$ cat config.mk
export PLATFORM = sky130hd
export DESIGN_NAME = instr_fetch_flat
export DESIGN_NICKNAME = d
export VERILOG_FILES = /design/src/rtl/instr_fetch_pkg.sv /design/src/rtl/instr_fetch_if.sv /design/src/rtl/instr_fetch_target.sv /design/src/rtl/instr_fetch.sv /design/src/flat_wrapper.sv
export SDC_FILE = /design/constraint.sdc
export NUM_CORES = 1
export LEC_CHECK = 0
export ABC_AREA = 1
export CORE_MARGIN = 4
export CORE_UTILIZATION = 50
export DETAILED_ROUTE_END_ITERATION = 8
export PLACE_DENSITY = 0.89
export SLEW_MARGIN = 20
export SYNTH_ARGS = -nofsm -noshare
export SYNTH_HDL_FRONTEND = slang
export SYNTH_HIERARCHICAL = 1
export SYNTH_SLANG_ARGS = --single-unit
export TNS_END_PERCENT = 100
$ cat constraint.sdc
create_clock -name clk -period 2.3 [get_ports clk]
set_input_delay 0.46 -clock clk [delete_from_list [all_inputs] [get_ports clk]]
set_output_delay 0.46 -clock clk [all_outputs]
set_load 0.03 [all_outputs]
$ cat src/rtl/instr_fetch_pkg.sv
// ============================================================================
// Module  : instr_fetch_pkg
// Brief   : Shared constants, encodings and types for the instruction fetch stage
// Revision: 1.0
// ============================================================================
`default_nettype none

package instr_fetch_pkg;

    localparam logic [31:0] RESET_PC_DEFAULT = 32'hBFC0_0000;

    localparam logic [1:0] SEL_BR = 2'b00;
    localparam logic [1:0] SEL_J  = 2'b01;
    localparam logic [1:0] SEL_JR = 2'b10;

    typedef enum logic [1:0] {
        ST_BOOT = 2'd0,
        ST_REQ  = 2'd1,
        ST_DROP = 2'd2
    } fetch_state_e;

    typedef struct packed {
        logic [31:0] pc;
        logic [31:0] instr;
    } q_entry_t;

endpackage

`default_nettype wire

$ cat src/rtl/instr_fetch_if.sv
// ============================================================================
// Module  : instr_fetch_if
// Brief   : Memory handshake and decode-facing signals of the fetch stage
// Revision: 1.0
// ============================================================================
`default_nettype none

interface instr_fetch_if;
    logic        inst_req;
    logic [31:0] inst_addr;
    logic        inst_ack;
    logic [31:0] inst_rdata;
    logic        IF_valid;
    logic [31:0] IF_instr;
    logic [31:0] IF_pc;
    logic        ID_ready;
    logic        ID_redirect_en;
    logic [1:0]  ID_redirect_sel;
    logic [31:0] ID_pc;
    logic [15:0] ID_imme;
    logic [25:0] ID_j_imme;
    logic [31:0] ID_read_rs_data;

    modport master (
        output inst_req, inst_addr, IF_valid, IF_instr, IF_pc,
        input  inst_ack, inst_rdata, ID_ready, ID_redirect_en, ID_redirect_sel,
               ID_pc, ID_imme, ID_j_imme, ID_read_rs_data
    );

    modport slave (
        input  inst_req, inst_addr, IF_valid, IF_instr, IF_pc,
        output inst_ack, inst_rdata, ID_ready, ID_redirect_en, ID_redirect_sel,
               ID_pc, ID_imme, ID_j_imme, ID_read_rs_data
    );
endinterface

`default_nettype wire

$ cat src/rtl/instr_fetch_target.sv
// ============================================================================
// Module  : fetch_target
// Brief   : Combinational redirect target for branch, jump and jump-register
// Revision: 1.0
// ============================================================================
`default_nettype none

module fetch_target
    import instr_fetch_pkg::*;
(
    input  wire logic [1:0]  redirect_sel_i,
    input  wire logic [31:0] pc_i,
    input  wire logic [15:0] imme_i,
    input  wire logic [25:0] j_imme_i,
    input  wire logic [31:0] rs_data_i,
    output logic      [31:0] target_o
);

    logic [31:0] w_seq_pc;
    logic [31:0] w_br_off;

    assign w_seq_pc = pc_i + 32'd4;
    assign w_br_off = {{14{imme_i[15]}}, imme_i, 2'b00};

    // The reserved select value falls through to the register target
    always_comb begin
        target_o = rs_data_i & 32'hFFFF_FFFC;
        case (redirect_sel_i)
            SEL_BR:  target_o = w_seq_pc + w_br_off;
            SEL_J:   target_o = {w_seq_pc[31:28], j_imme_i, 2'b00};
            default: target_o = rs_data_i & 32'hFFFF_FFFC;
        endcase
    end

endmodule

`default_nettype wire

$ cat src/rtl/instr_fetch.sv
// ============================================================================
// Module  : instr_fetch
// Brief   : PC, fetch FSM (BOOT/REQ/DROP) and 2-entry instruction queue
// Revision: 1.0
// ============================================================================
`default_nettype none

module instr_fetch
    import instr_fetch_pkg::*;
#(
    parameter logic [31:0] RESET_PC = RESET_PC_DEFAULT
)(
    input  wire logic     clk,
    input  wire logic     rst,
    instr_fetch_if.master bus
);

    fetch_state_e state_q, state_d;
    logic [31:0]  pc_q, pc_d;
    logic [31:0]  drop_addr_q, drop_addr_d;
    logic [1:0]   count_q, count_d;
    logic         head_q, head_d;
    logic         tail_q, tail_d;
    q_entry_t     entries_q [2];

    logic         w_req;
    logic         w_push;
    logic         w_pop;
    logic         w_redirect;
    logic [31:0]  w_target;

    fetch_target u_target (
        .redirect_sel_i (bus.ID_redirect_sel),
        .pc_i           (bus.ID_pc),
        .imme_i         (bus.ID_imme),
        .j_imme_i       (bus.ID_j_imme),
        .rs_data_i      (bus.ID_read_rs_data),
        .target_o       (w_target)
    );

    assign w_redirect = bus.ID_redirect_en;
    // Gating on count<=1 leaves room for the pending word, so no overflow check is needed
    assign w_req  = (state_q == ST_DROP) || ((state_q == ST_REQ) && (count_q <= 2'd1));
    assign w_push = (state_q == ST_REQ) && w_req && bus.inst_ack && !w_redirect;
    assign w_pop  = (count_q != 2'd0) && bus.ID_ready && !w_redirect;

    always_comb begin
        state_d     = state_q;
        pc_d        = pc_q;
        drop_addr_d = drop_addr_q;
        count_d     = count_q;
        head_d      = head_q;
        tail_d      = tail_q;

        case (state_q)
            ST_BOOT: state_d = ST_REQ;
            ST_REQ: begin
                if (w_push) begin
                    pc_d = pc_q + 32'd4;
                end
                if (w_redirect && w_req && !bus.inst_ack) begin
                    state_d     = ST_DROP;
                    drop_addr_d = pc_q;
                end
            end
            ST_DROP: begin
                if (bus.inst_ack) begin
                    state_d = ST_REQ;
                end
            end
            default: state_d = ST_BOOT;
        endcase

        if (w_redirect) begin
            pc_d    = w_target;
            count_d = 2'd0;
            head_d  = 1'b0;
            tail_d  = 1'b0;
        end else begin
            count_d = count_q + 2'(w_push) - 2'(w_pop);
            head_d  = head_q ^ w_pop;
            tail_d  = tail_q ^ w_push;
        end
    end

    always_ff @(posedge clk or negedge rst) begin
        if (!rst) begin
            state_q      <= ST_BOOT;
            pc_q         <= RESET_PC;
            drop_addr_q  <= RESET_PC;
            count_q      <= 2'd0;
            head_q       <= 1'b0;
            tail_q       <= 1'b0;
            entries_q[0] <= '0;
            entries_q[1] <= '0;
        end else begin
            state_q     <= state_d;
            pc_q        <= pc_d;
            drop_addr_q <= drop_addr_d;
            count_q     <= count_d;
            head_q      <= head_d;
            tail_q      <= tail_d;
            if (w_push) begin
                entries_q[tail_q] <= {pc_q, bus.inst_rdata};
            end
        end
    end

    assign bus.inst_req  = w_req;
    assign bus.inst_addr = (state_q == ST_DROP) ? drop_addr_q : pc_q;
    assign bus.IF_valid  = (count_q != 2'd0);
    assign bus.IF_instr  = entries_q[head_q].instr;
    assign bus.IF_pc     = entries_q[head_q].pc;

endmodule

`default_nettype wire
$ cat src/flat_wrapper.sv
// flat-port wrapper written by rule: the top's interface ports become plain ports
module instr_fetch_flat import instr_fetch_pkg::*;
#(
    parameter logic [31:0] RESET_PC = RESET_PC_DEFAULT
)
  (clk, rst, bus_inst_req, bus_inst_addr, bus_IF_valid, bus_IF_instr, bus_IF_pc, bus_inst_ack, bus_inst_rdata, bus_ID_ready, bus_ID_redirect_en, bus_ID_redirect_sel, bus_ID_pc, bus_ID_imme, bus_ID_j_imme, bus_ID_read_rs_data);
  instr_fetch_if bus_i ();
  input  wire logic clk;
  input  wire logic rst;
  output wire logic [$bits(bus_i.inst_req)-1:0] bus_inst_req;
  output wire logic [$bits(bus_i.inst_addr)-1:0] bus_inst_addr;
  output wire logic [$bits(bus_i.IF_valid)-1:0] bus_IF_valid;
  output wire logic [$bits(bus_i.IF_instr)-1:0] bus_IF_instr;
  output wire logic [$bits(bus_i.IF_pc)-1:0] bus_IF_pc;
  input wire logic [$bits(bus_i.inst_ack)-1:0] bus_inst_ack;
  input wire logic [$bits(bus_i.inst_rdata)-1:0] bus_inst_rdata;
  input wire logic [$bits(bus_i.ID_ready)-1:0] bus_ID_ready;
  input wire logic [$bits(bus_i.ID_redirect_en)-1:0] bus_ID_redirect_en;
  input wire logic [$bits(bus_i.ID_redirect_sel)-1:0] bus_ID_redirect_sel;
  input wire logic [$bits(bus_i.ID_pc)-1:0] bus_ID_pc;
  input wire logic [$bits(bus_i.ID_imme)-1:0] bus_ID_imme;
  input wire logic [$bits(bus_i.ID_j_imme)-1:0] bus_ID_j_imme;
  input wire logic [$bits(bus_i.ID_read_rs_data)-1:0] bus_ID_read_rs_data;
  assign bus_inst_req = bus_i.inst_req;
  assign bus_inst_addr = bus_i.inst_addr;
  assign bus_IF_valid = bus_i.IF_valid;
  assign bus_IF_instr = bus_i.IF_instr;
  assign bus_IF_pc = bus_i.IF_pc;
  assign bus_i.inst_ack = bus_inst_ack;
  assign bus_i.inst_rdata = bus_inst_rdata;
  assign bus_i.ID_ready = bus_ID_ready;
  assign bus_i.ID_redirect_en = bus_ID_redirect_en;
  assign bus_i.ID_redirect_sel = bus_ID_redirect_sel;
  assign bus_i.ID_pc = bus_ID_pc;
  assign bus_i.ID_imme = bus_ID_imme;
  assign bus_i.ID_j_imme = bus_ID_j_imme;
  assign bus_i.ID_read_rs_data = bus_ID_read_rs_data;
  instr_fetch #(.RESET_PC(RESET_PC)) u_core (.clk(clk), .rst(rst), .bus(bus_i));
endmodule
==> results of run 1 <==
-- how the worst max path moves through the flow --
| stage | to | from | slack, ns | cells after the start |
|---|---|---|---|---|
| after CTS | u_core/pc_q[24]$_DFFE_PN1P_ | bus_ID_pc[3] | -0.27 | 22 |
| after detailed placement | u_core/pc_q[31]$_DFFE_PN1P_ | bus_ID_pc[2] | -1.37 | 25 |
| after floorplan | u_core/pc_q[27]$_DFFE_PN1P_ | bus_ID_pc[2] | -0.40 | 22 |
| after global routing | u_core/pc_q[30]$_DFFE_PN0P_ | bus_ID_pc[16] | -0.53 | 22 |
| after global placement | u_core/pc_q[31]$_DFFE_PN1P_ | bus_ID_pc[2] | -1.30 | 23 |
| final | u_core/pc_q[31]$_DFFE_PN1P_ | bus_ID_pc[3] | -0.38 | 24 |
-- power by group through the flow --
stage / combinational, W / clock (W) / sequential (W)
floorplan: 0.00506 / 0 / 0.00561
global placement: 0.00858 / 0 / 0.00581
detailed placement: 0.00884 / 0 / 0.00593
CTS: 0.00903 / 0.00314 / 0.00589
global route: 0.0104 / 0.00329 / 0.00609
finish: 0.00976 / 0.00313 / 0.00596
-- layer usage --
metal | vias up | GRT usage, %
li1 | 6821 | -
met1 | 7183 | 39.3
met2 | 954 | 56.2
met3 | 234 | 5.51
met4 | 0 | 14.3
met5 | - | 0
-- tightest hold or removal path: stages, from the launching register on --
cell,delay [ns]
dfrtp_1,0.35
nand2_1,0.05
o21ai_0,0.06
-- cell families (layout without fill, tap and decap cells) --
family	Yosys count	in the layout
AOI/OAI and AO/OA	321	321
muxes	32	32
xor gates and xnor gates	37	37
adders and majority gates	41	41
DFF	198	198
buffers and inverters	309	750
and+or+nand+nor	939	939
-- timing repair --
item,CTS,global route
gates cloned,2,2
resized for setup,443,277
hold buffers,1,0
pin swaps,102,136
buffers inserted,46,23
setup endpoints to repair,75,104
hold endpoints to repair,23,0
-- registers in the layout, indices dropped and copies added, names as in the netlist --
name                cells
u_core/entries_q      128
u_core/tail_q           1
u_core/count_q          2
u_core/state_q          2
u_core/head_q           1
u_core/pc_q            32
u_core/drop_addr_q     32
-- per-stage QoR --
step	TNS, ns	area (um^2)	util (%)
floorplan	-4.22	13300	-
global placement	-28.44	17400	66.9
global route	-7.68	20100	77.3
finish	-4.57	20100	77.3
detailed placement	-30.25	17400	66.9
CTS	-2.27	19000	73.0
-- synthesized netlist by cell type, drive strengths merged (3+ instances only) --
cell,number
clkbuf,43
inv,237
nand3,116
o211ai,6
mux2,32
and2,3
a22o,7
dfstp,18
ha,40
xor2,27
o21ai,224
nand2,617
xnor2,10
a21oi,70
nor2,161
o21bai,8
dfrtp,180
nand4,16
buf,28
nor3,18
or2,3
-- final cells by class --
| cell class | instances | area [um^2] | share of cell area, % |
|---|---|---|---|
| multi-input combinational | 1370 | 8540 | 42.5 |
| clock buffer | 17 | 425 | 2.12 |
| inverter | 238 | 910 | 4.53 |
| sequential | 198 | 4980 | 24.8 |
| clock inverter | 15 | 208 | 1.03 |
| tap | 335 | 419 | 2.09 |
| timing repair buffer | 480 | 4610 | 22.9 |
==> impl_metrics.csv, run 1 <==
group,metric,value,unit
job,maxCapViolCount,0,
route,post_drt_wl_per_cell,19.8,um
hold_path,holdPathEnd,"u_core/drop_addr_q[13]$_DFFE_PN0P_",
synthesis,syn_avg_cell_area,7.01,um^2
route,viasPerCell,5.73,
hold_path,min-delay-start,"u_core/drop_addr_q[13]$_DFFE_PN0P_",
clocking,cts_tree,"yes",
synthesis,synth_nets,2063,
floorplanning,start_util,50.7,%
sta,hold_viol,0,
worst_setup_path,max_stage_delay,0.29,ns
worst_setup_path,r2r_slack,0.10,ns
global_routing,grt_max_degree,69,
hold_path,hold_class,"flip-flop to flip-flop",
route,vias,15200,
route,drc,0,
route,met1_length,19100,um
worst_setup_path,cp_max_fo,4,
global_routing,grt_pass1_vias,14700,
worst_setup_path,crit_arrival,3.05,ns
final_layout,drive_gt1_share,33.8,%
pwr,clkPwrFrac,16.6,%
clocking,h-tree-depth,4,
synthesis,synth_area_leaders,"dfrtp_1, nand2_1, o21ai_0, inv_1, nand3_1",
final_layout,nNetsFinal,2491,
final_layout,fin_cells,2653,
floorplanning,io_pins,243,
synthesis,async_reset_ff_share,100,%
placed_design,dpl.cell_count,2547,
global_routing,grt_first_pass_wirelength,74800,um
synthesis,synth-simple-area-share,31.1,%
placed_design,place_congestion,0.995,
clocking,cts_sinks,198,
route,routed-wl-met3,4330,um
synthesis,synth_compound_area_share,12.8,%
worst_setup_path,start_kind,"primary input",
clocking,cts.clk_slew.worst_paths,0.07,ns
final_layout,final_common_cell,"nand2_1",
synthesis,synth_top_family_by_area,"simple AND/OR/NAND/NOR gates",
floorplanning,core_region_area,26000,um^2
worst_setup_path,critPathBufInv,3,
sta,max_freq,0.374,GHz
floorplanning,die_area,29000,um^2
synthesis,yosysWarningCount,6,
synthesis,synth_adder_area_share,3.95,%
synthesis,syn_inst,1877,
route,wirelength,52400,um
sta,rsz0062_at_grt,"true",
route,drtIter0Drc,1800,
clocking,clock_path_buffers,2,
sta,relSlewSlack,74.0,%
worst_setup_path,reg2regPathDepth,11,
final_layout,diodes,0,
route,met2_length,26000,um
synthesis,ys_seq_elements,198,
sta,finalCritPeriodShare,116,%
worst_setup_path,r2r-end,"u_core/entries_q[68]$_DFFE_PN0P_",
clocking,clk_latency,0.45,ns
final_layout,syn_to_final_growth,52.6,%
pwr,ir_drop,0.000854,V
sta,worstMarginPinSlew,0.389,ns
final_layout,nFillCells,1672,
worst_setup_path,path_delay_family,"simple AND/OR/NAND/NOR gates",
placed_design,dp_hpwl,33900,um
floorplanning,die_x,170,um
synthesis,yosysTopAreaCellShare,34.2,%
sta,setup_viol,22,
pwr,p_comb_share,51.8,%
final_layout,mostFrequentLayoutCells,"nand2_1, buf_4, inv_1",
pwr,powerDensity,938,nW/um^2
pwr,power.total,0.0188,W
worst_setup_path,path_cells,"buf_8 > ha_4 > nand3_4 > nor2_4 > and3_4 > buf_4 > xor2_4 > ha_1 > nand2_1 > nand2_1 > nand2_2 > nand2_1 > nand2_1 > nand2_1 > nand2_1 > nand2_2 > a21oi_2 > nand2_1 > nand3_2 > nand2_2 > nand2_2 > o21ai_2 > inv_1 > nand2_1",
pwr,p_sw,0.00844,W
synthesis,synthMuxAreaShare,2.74,%
sta,finalClockSkew,0.0160,ns
clocking,cts_made_buffers,17,
pwr,p_seq_share,31.6,%
worst_setup_path,cp_slowest_cell,"ha_1",
sta,timing.hold.ws,0.492,ns
synthesis,yosysTopAreaCell,"dfrtp_1",
synthesis,yosys.cell_types.count,50,
global_routing,antenna_found_initial,0,
placed_design,port_buffers,240,
worst_setup_path,worst_setup_path_end_kind,"flip-flop",
synthesis,synth-edff-count,0,
sta,maxSlewViolCount,0,
route,ant_nets,0,
clocking,clockRootBuffer,"clkbuf_16",
worst_setup_path,crit_top_cell,"nand2_1",
pwr,p_leak,9.51,nW
route,firstDrtPassIters,7,
placed_design,place_ws,-1.37,ns
synthesis,synthFlopType,"dfrtp_1",
outcome,status,"complete, but fails checks",
floorplanning,die_height,170,um
worst_setup_path,worst-setup-path-type,"primary input to flip-flop",
sta,worst_slack,-0.376,ns
synthesis,syn_area,13200,um^2
hold_path,min_path_cells,2,
global_routing,grt.overflow.total,0,
pwr,p_sw_share,44.8,%
worst_setup_path,cp.required,2.67,ns
route,top_layer_used,"met4",
global_routing,gr-usage-all-layers,32.3,%
sta,min_period,2.68,ns
synthesis,yosysSeqAreaShare,37.8,%
synthesis,synth-xor-area-share,2.46,%
floorplanning,rows,59,
outcome,violations,"setup timing",
pwr,p_int,0.0104,W
worst_setup_path,worstReg2RegStart,"u_core/state_q[1]$_DFFE_PN0P_",
(Power assumes the default switching activity.)
==> inputs of run 2 (changes only) <==
--- a/config.mk
+++ b/config.mk
@@ -6,6 +6,7 @@
 export NUM_CORES = 1
 export LEC_CHECK = 0
 export ABC_AREA = 1
+export CORE_ASPECT_RATIO = 1.4
 export CORE_MARGIN = 4
 export CORE_UTILIZATION = 50
 export DETAILED_ROUTE_END_ITERATION = 8
==> constraint.sdc (replaced) <==
create_clock -name clk -period 3 [get_ports clk]
set_input_delay 0.6 -clock clk [delete_from_list [all_inputs] [get_ports clk]]
set_output_delay 0.6 -clock clk [all_outputs]
set_load 0.03 [all_outputs]
==> run 2 against run 1 <==
The run now ends clean. Flip-flop and latch count did not move. Setup slack improved by 0.40 ns. Largest cell class unchanged. First-iteration DRC count shrank 45%. Critical path type is now flip-flop to output pin. Utilization decreased by 6.8 points. Non-clock buffer count down 51.
==> impl_metrics.csv, run 2 (synthesis results as in run 1) <==
group,metric,value,unit
sta,worstMarginPinSlew,0.609,ns
final_layout,fin_cells,2591,
placed_design,place_congestion,1.03,
pwr,ir_drop,0.000464,V
final_layout,drive_gt1_share,19.8,%
floorplanning,die_height,200,um
clocking,clock_path_buffers,2,
hold_path,hold_class,"primary input to async pin",
sta,worst_slack,0.0208,ns
worst_setup_path,cp_max_fo,16,
final_layout,syn_to_final_growth,39.2,%
pwr,p_sw_share,42.8,%
worst_setup_path,worst-setup-path-type,"flip-flop to output pin",
floorplanning,core_region_area,26000,um^2
floorplanning,rows,70,
final_layout,diodes,0,
global_routing,grt_max_degree,67,
placed_design,dp_hpwl,33800,um
pwr,p_sw,0.00571,W
pwr,clkPwrFrac,16.3,%
placed_design,dpl.cell_count,2540,
route,drtIter0Drc,996,
sta,maxSlewViolCount,0,
floorplanning,die_area,29000,um^2
route,post_drt_wl_per_cell,17.3,um
final_layout,mostFrequentLayoutCells,"nand2_1, inv_1, o21ai_0",
sta,min_period,2.98,ns
sta,relSlewSlack,59.4,%
global_routing,grt.overflow.total,0,
pwr,p_int,0.00763,W
global_routing,antenna_found_initial,1,
clocking,clk_latency,0.44,ns
final_layout,nNetsFinal,2440,
clocking,h-tree-depth,4,
worst_setup_path,start_kind,"flip-flop",
placed_design,port_buffers,240,
global_routing,grt_pass1_vias,14000,
pwr,p_leak,8.94,nW
clocking,cts_tree,"yes",
sta,max_freq,0.336,GHz
final_layout,finalInstanceArea,18300,um^2
route,viasPerCell,5.42,
route,vias,14100,
pwr,p_seq_share,33.9,%
clocking,cts_sinks,198,
sta,hold_viol,0,
clocking,cts.clk_slew.worst_paths,0.07,ns
pwr,power.total,0.0133,W
final_layout,largest_register_ffs,128,
route,drc,0,
sta,setup_viol,0,
final_layout,reg_top3,"u_core/entries_q x128, u_core/drop_addr_q x32, u_core/pc_q x32",
global_routing,gr-usage-all-layers,30.1,%
clocking,cts_made_buffers,17,
floorplanning,io_pins,243,
sta,finalCritPeriodShare,99.3,%
worst_setup_path,cp.required,2.40,ns
final_layout,fin_util,70.5,%
floorplanning,die_x,145,um
route,ant_nets,0,
clocking,postCtsHoldBufs,0,
route,firstDrtPassIters,6,
global_routing,grt_first_pass_wirelength,70100,um
placed_design,placed_cell_area,17100,um^2
floorplanning,start_util,50.6,%
placed_design,place_ws,-0.886,ns
route,wirelength,44700,um
sta,rsz0062_at_grt,"true",
worst_setup_path,worst_setup_path_end_kind,"output pin",
final_layout,final_common_cell,"nand2_1",
final_layout,regMostFlops,"u_core/entries_q",
pwr,powerDensity,728,nW/um^2
sta,finalClockSkew,0.0120,ns
pwr,p_comb_share,49.9,%
clocking,clockRootBuffer,"clkbuf_16",
worst_setup_path,crit_arrival,2.38,ns
job,maxCapViolCount,0,
outcome,status,"complete, no violations",
[run 2: cell count changes in the layout (fill, tap and decap cells not counted), sizes merged, moves of 7 or more]
cell           delta
dlymetal6s2s     +31
clkdlybuf4s50    +75
clkbuf            +7
buf             -144
clkdlybuf4s15     -7
dlygate4sd2       -7
[run 2: area by class of cell]
| class | count | area (um^2) |
|---|---|---|
| tap | 324 | 405 |
| timing repair buffer | 429 | 3990 |
| clock inverter | 10 | 100 |
| multi-input combinational | 1370 | 7500 |
| fill | 1990 | 7690 |
| clock buffer | 22 | 454 |
| sequential | 198 | 4980 |
| inverter | 238 | 897 |
[run 2: per-layer routing]
metal	wire (um)	track usage [%]	up-vias
met3	2450	3.86	155
met1	16100	32.6	6533
met4	2910	19.1	2
met5	11	0	-
met2	23200	56.1	641
li1	-	-	6720
[run 2: per-stage QoR]
step / TNS [ns] / hold WS (ns)
after global placement: -14.47 / 0.459
after floorplan: 0 / 0.304
after global routing: -0.185 / 0.162
after detailed placement: -15.71 / 0.468
final: 0 / 0.127
after CTS: -0.00206 / 0.154
[run 2: critical path, cell delays in order (launching register included)]
cell and delay, ns:
dfrtp_4 0.62, buf_6 0.22, o21ai_0 0.34, clkdlybuf4s50_1 0.75
[run 2: path summary, 6_finish.rpt]
check	from	endpoint	slack, ns	depth (start not counted)
worst min-delay path	rst	u_core/entries_q[30]$_DFFE_PN0P_	0.13	1
min in group clk	u_core/pc_q[0]$_DFFE_PN0P_	u_core/entries_q[96]$_DFFE_PN0P_	0.48	2
worst max-delay path	u_core/head_q$_DFF_PN0_	bus_IF_pc[8]	0.02	3
worst min register to register	u_core/pc_q[0]$_DFFE_PN0P_	u_core/entries_q[96]$_DFFE_PN0P_	0.48	2
worst max register to register	u_core/count_q[1]$_DFF_PN0_	u_core/entries_q[35]$_DFFE_PN0P_	0.65	9
max in group asynchronous	rst	u_core/pc_q[25]$_DFFE_PN1P_	2.07	2
[run 2: what timing repair did]
item / in CTS / in global routing
pin swaps: 30 / 41
gates resized for setup: 88 / 117
setup buffers: 7 / 12
setup endpoints to repair: 37 / 57
[run 2: power by group through the flow]
stage               clock, W  combinational, W  sequential [W]
floorplan                  0           0.00386         0.00430
global placement           0           0.00621         0.00447
detailed placement         0           0.00639         0.00455
CTS                  0.00219           0.00657         0.00451
global route         0.00231           0.00716         0.00464
finish               0.00217           0.00665         0.00452
==> inputs of run 3 (changes only) <==
--- a/config.mk
+++ b/config.mk
@@ -10,7 +10,8 @@
 export CORE_MARGIN = 4
 export CORE_UTILIZATION = 50
 export DETAILED_ROUTE_END_ITERATION = 8
-export PLACE_DENSITY = 0.89
+export PLACE_DENSITY_LB_ADDON = 0.1
+export REMOVE_ABC_BUFFERS = 1
 export SLEW_MARGIN = 20
 export SYNTH_ARGS = -nofsm -noshare
 export SYNTH_HDL_FRONTEND = slang
==> run 3 against run 2 <==
Sequential power barely moved. Flip-flop and latch count did not move. Power rose by 1.8%. Critical path type unchanged. Largest power group unchanged. Die area did not move. Sequential share of layout area fell by 0.22 points. Count of clock-buffer cells in the layout fell by 3.
==> impl_metrics.csv, run 3 (synthesis results as in run 1) <==
group,metric,value,unit
clocking,h-tree-depth,4,
clocking,cts_tree,"yes",
global_routing,grt_pass1_vias,13600,
route,drtIter0Drc,748,
final_layout,regMostFlops,"u_core/entries_q",
route,drc,0,
route,vias,13500,
final_layout,nNetsFinal,2418,
worst_setup_path,path_delay_family,"buffers and inverters",
pwr,powerDensity,735,nW/um^2
placed_design,port_buffers,240,
final_layout,diodes,0,
route,firstDrtPassIters,5,
clocking,cts_made_buffers,17,
sta,finalCritPeriodShare,97.2,%
global_routing,grt_first_pass_wirelength,68100,um
placed_design,dpl.cell_count,2519,
worst_setup_path,max_stage_delay,0.72,ns
worst_setup_path,cp_slowest_cell,"clkdlybuf4s50_1",
worst_setup_path,worst_setup_path_end_kind,"output pin",
route,wirelength,42900,um
final_layout,reg_top3,"u_core/entries_q x128, u_core/drop_addr_q x32, u_core/pc_q x32",
sta,setup_viol,0,
sta,relSlewSlack,49.9,%
floorplanning,die_area,29000,um^2
worst_setup_path,cp.required,2.40,ns
worst_setup_path,critPathBufInv,2,
worst_setup_path,crit_arrival,2.32,ns
outcome,status,"complete, no violations",
global_routing,gr-usage-all-layers,28.9,%
sta,min_period,2.92,ns
final_layout,mostFrequentLayoutCells,"nand2_1, inv_1, o21ai_0",
pwr,p_leak,8.83,nW
hold_path,hold_class,"primary input to async pin",
worst_setup_path,worst-setup-path-type,"flip-flop to output pin",
final_layout,final_common_cell,"nand2_1",
clocking,clock_path_buffers,2,
worst_setup_path,start_kind,"flip-flop",
clocking,clk_latency,0.44,ns
clocking,postCtsHoldBufs,0,
clocking,cts_sinks,198,
final_layout,largest_register_ffs,128,
route,ant_nets,0,
final_layout,fin_cells,2569,
sta,timing.hold.ws,0.202,ns
clocking,clockRootBuffer,"clkbuf_16",
sta,worstMarginPinSlew,0.750,ns
sta,maxSlewViolCount,0,
worst_setup_path,path_cells,"buf_8 > o21ai_0 > clkdlybuf4s50_1",
route,post_drt_wl_per_cell,16.7,um
sta,max_freq,0.343,GHz
clocking,cts.clk_slew.worst_paths,0.07,ns
worst_setup_path,cp_max_fo,22,
sta,finalClockSkew,0.0111,ns
placed_design,place_congestion,0.959,
floorplanning,core_region_area,26000,um^2
sta,rsz0062_at_grt,"true",
floorplanning,die_height,200,um
final_layout,drive_gt1_share,20.3,%
global_routing,grt.overflow.total,0,
floorplanning,io_pins,243,
floorplanning,rows,70,
job,maxCapViolCount,0,
route,viasPerCell,5.24,
floorplanning,start_util,50.6,%
global_routing,antenna_found_initial,0,
global_routing,grt_max_degree,90,
floorplanning,die_x,145,um
pwr,ir_drop,0.000435,V
placed_design,dp_hpwl,33100,um
final_layout,fin_util,71.0,%
final_layout,syn_to_final_growth,40.3,%
sta,hold_viol,0,
final_layout,nFillCells,2214,
run 3: cell types whose count changed in the layout (fill, tap and decap cells not counted), sizes merged:
cell           change
clkinv             -1
inv                +4
clkinvlp           -3
buf               -11
clkbuf             -4
dlygate4sd2        +7
dlymetal6s2s      -16
clkdlybuf4s15      -1
bufinv             +3
run 3: what timing repair did:
action | CTS | global route
endpoints found under the setup margin | 28 | 31
gates resized for setup | 104 | 123
buffers inserted | 10 | 8
pin swaps | 43 | 42
run 3: final cells by class:
class	instances	area [um^2]	area share (%)
clock buffers	19	443	2.40
clock inverters	13	193	1.04
inverters	238	897	4.86
multi-input cells	1370	7640	41.4
flip-flops and latches	198	4980	27.0
well taps	324	405	2.19
repair buffers	407	3910	21.2
run 3: through the flow:
step / worst slack [ns] / area (um^2) / TNS, ns / total power (W)
2_1_floorplan: -0.540 / 12900 / -85.79 / 0.00809
3_3_place_gp: -0.880 / 17100 / -15.40 / 0.0108
3_5_place_dp: -0.908 / 17100 / -16.54 / 0.0110
4_1_cts: 0.00121 / 18100 / 0 / 0.0136
5_1_grt: -0.0744 / 18500 / -0.293 / 0.0144
6_report: 0.0829 / 18500 / 0 / 0.0136
run 3: where the power goes:
part	internal [W]	total, W	switching (W)	leakage [nW]
logic	0.00266	0.00658	0.00392	6.08
clock network	0.00144	0.00248	0.00105	0.311
registers	0.00384	0.00452	0.000671	2.44
total	0.00794	0.0136	0.00564	8.83
run 3: worst paths after layout:
| check | to | from | cells past startpoint | slack, ns |
|---|---|---|---|---|
| setup reg to reg | u_core/entries_q[58]$_DFFE_PN0P_ | u_core/state_q[1]$_DFFE_PN0P_ | 10 | 0.86 |
| hold reg to reg | u_core/drop_addr_q[23]$_DFFE_PN1P_ | u_core/drop_addr_q[23]$_DFFE_PN1P_ | 2 | 0.48 |
| hold / removal | u_core/entries_q[84]$_DFFE_PN0P_ | rst | 1 | 0.20 |
| max in group asynchronous | u_core/entries_q[86]$_DFFE_PN0P_ | rst | 2 | 1.93 |
| min in group clk | u_core/drop_addr_q[23]$_DFFE_PN1P_ | u_core/drop_addr_q[23]$_DFFE_PN1P_ | 2 | 0.48 |
| setup / recovery | bus_IF_pc[10] | u_core/head_q$_DFF_PN0_ | 3 | 0.08 |
run 3: worst register-to-register path: stages (launching register included):
cell and delay, ns:
dfrtp_1 0.41, nor2_2 0.13, nand2_1 0.11, nor2_4 0.22, nand2_4 0.15, clkinv_2 0.13
ha_4 0.27, buf_12 0.21, buf_12 0.20, nor2_1 0.07, a21oi_1 0.14
run 3: per-layer routing:
metal | global-route usage [%] | routed length, um | up-vias | share of wire, %
met4 | 15.3 | 2330 | 0 | 5.4
li1 | - | - | 6672 | -
met2 | 54.6 | 22400 | 407 | 52
met5 | 0 | 0 | - | 0
met3 | 2.91 | 1720 | 92 | 4.0
met1 | 32.4 | 16500 | 6292 | 38
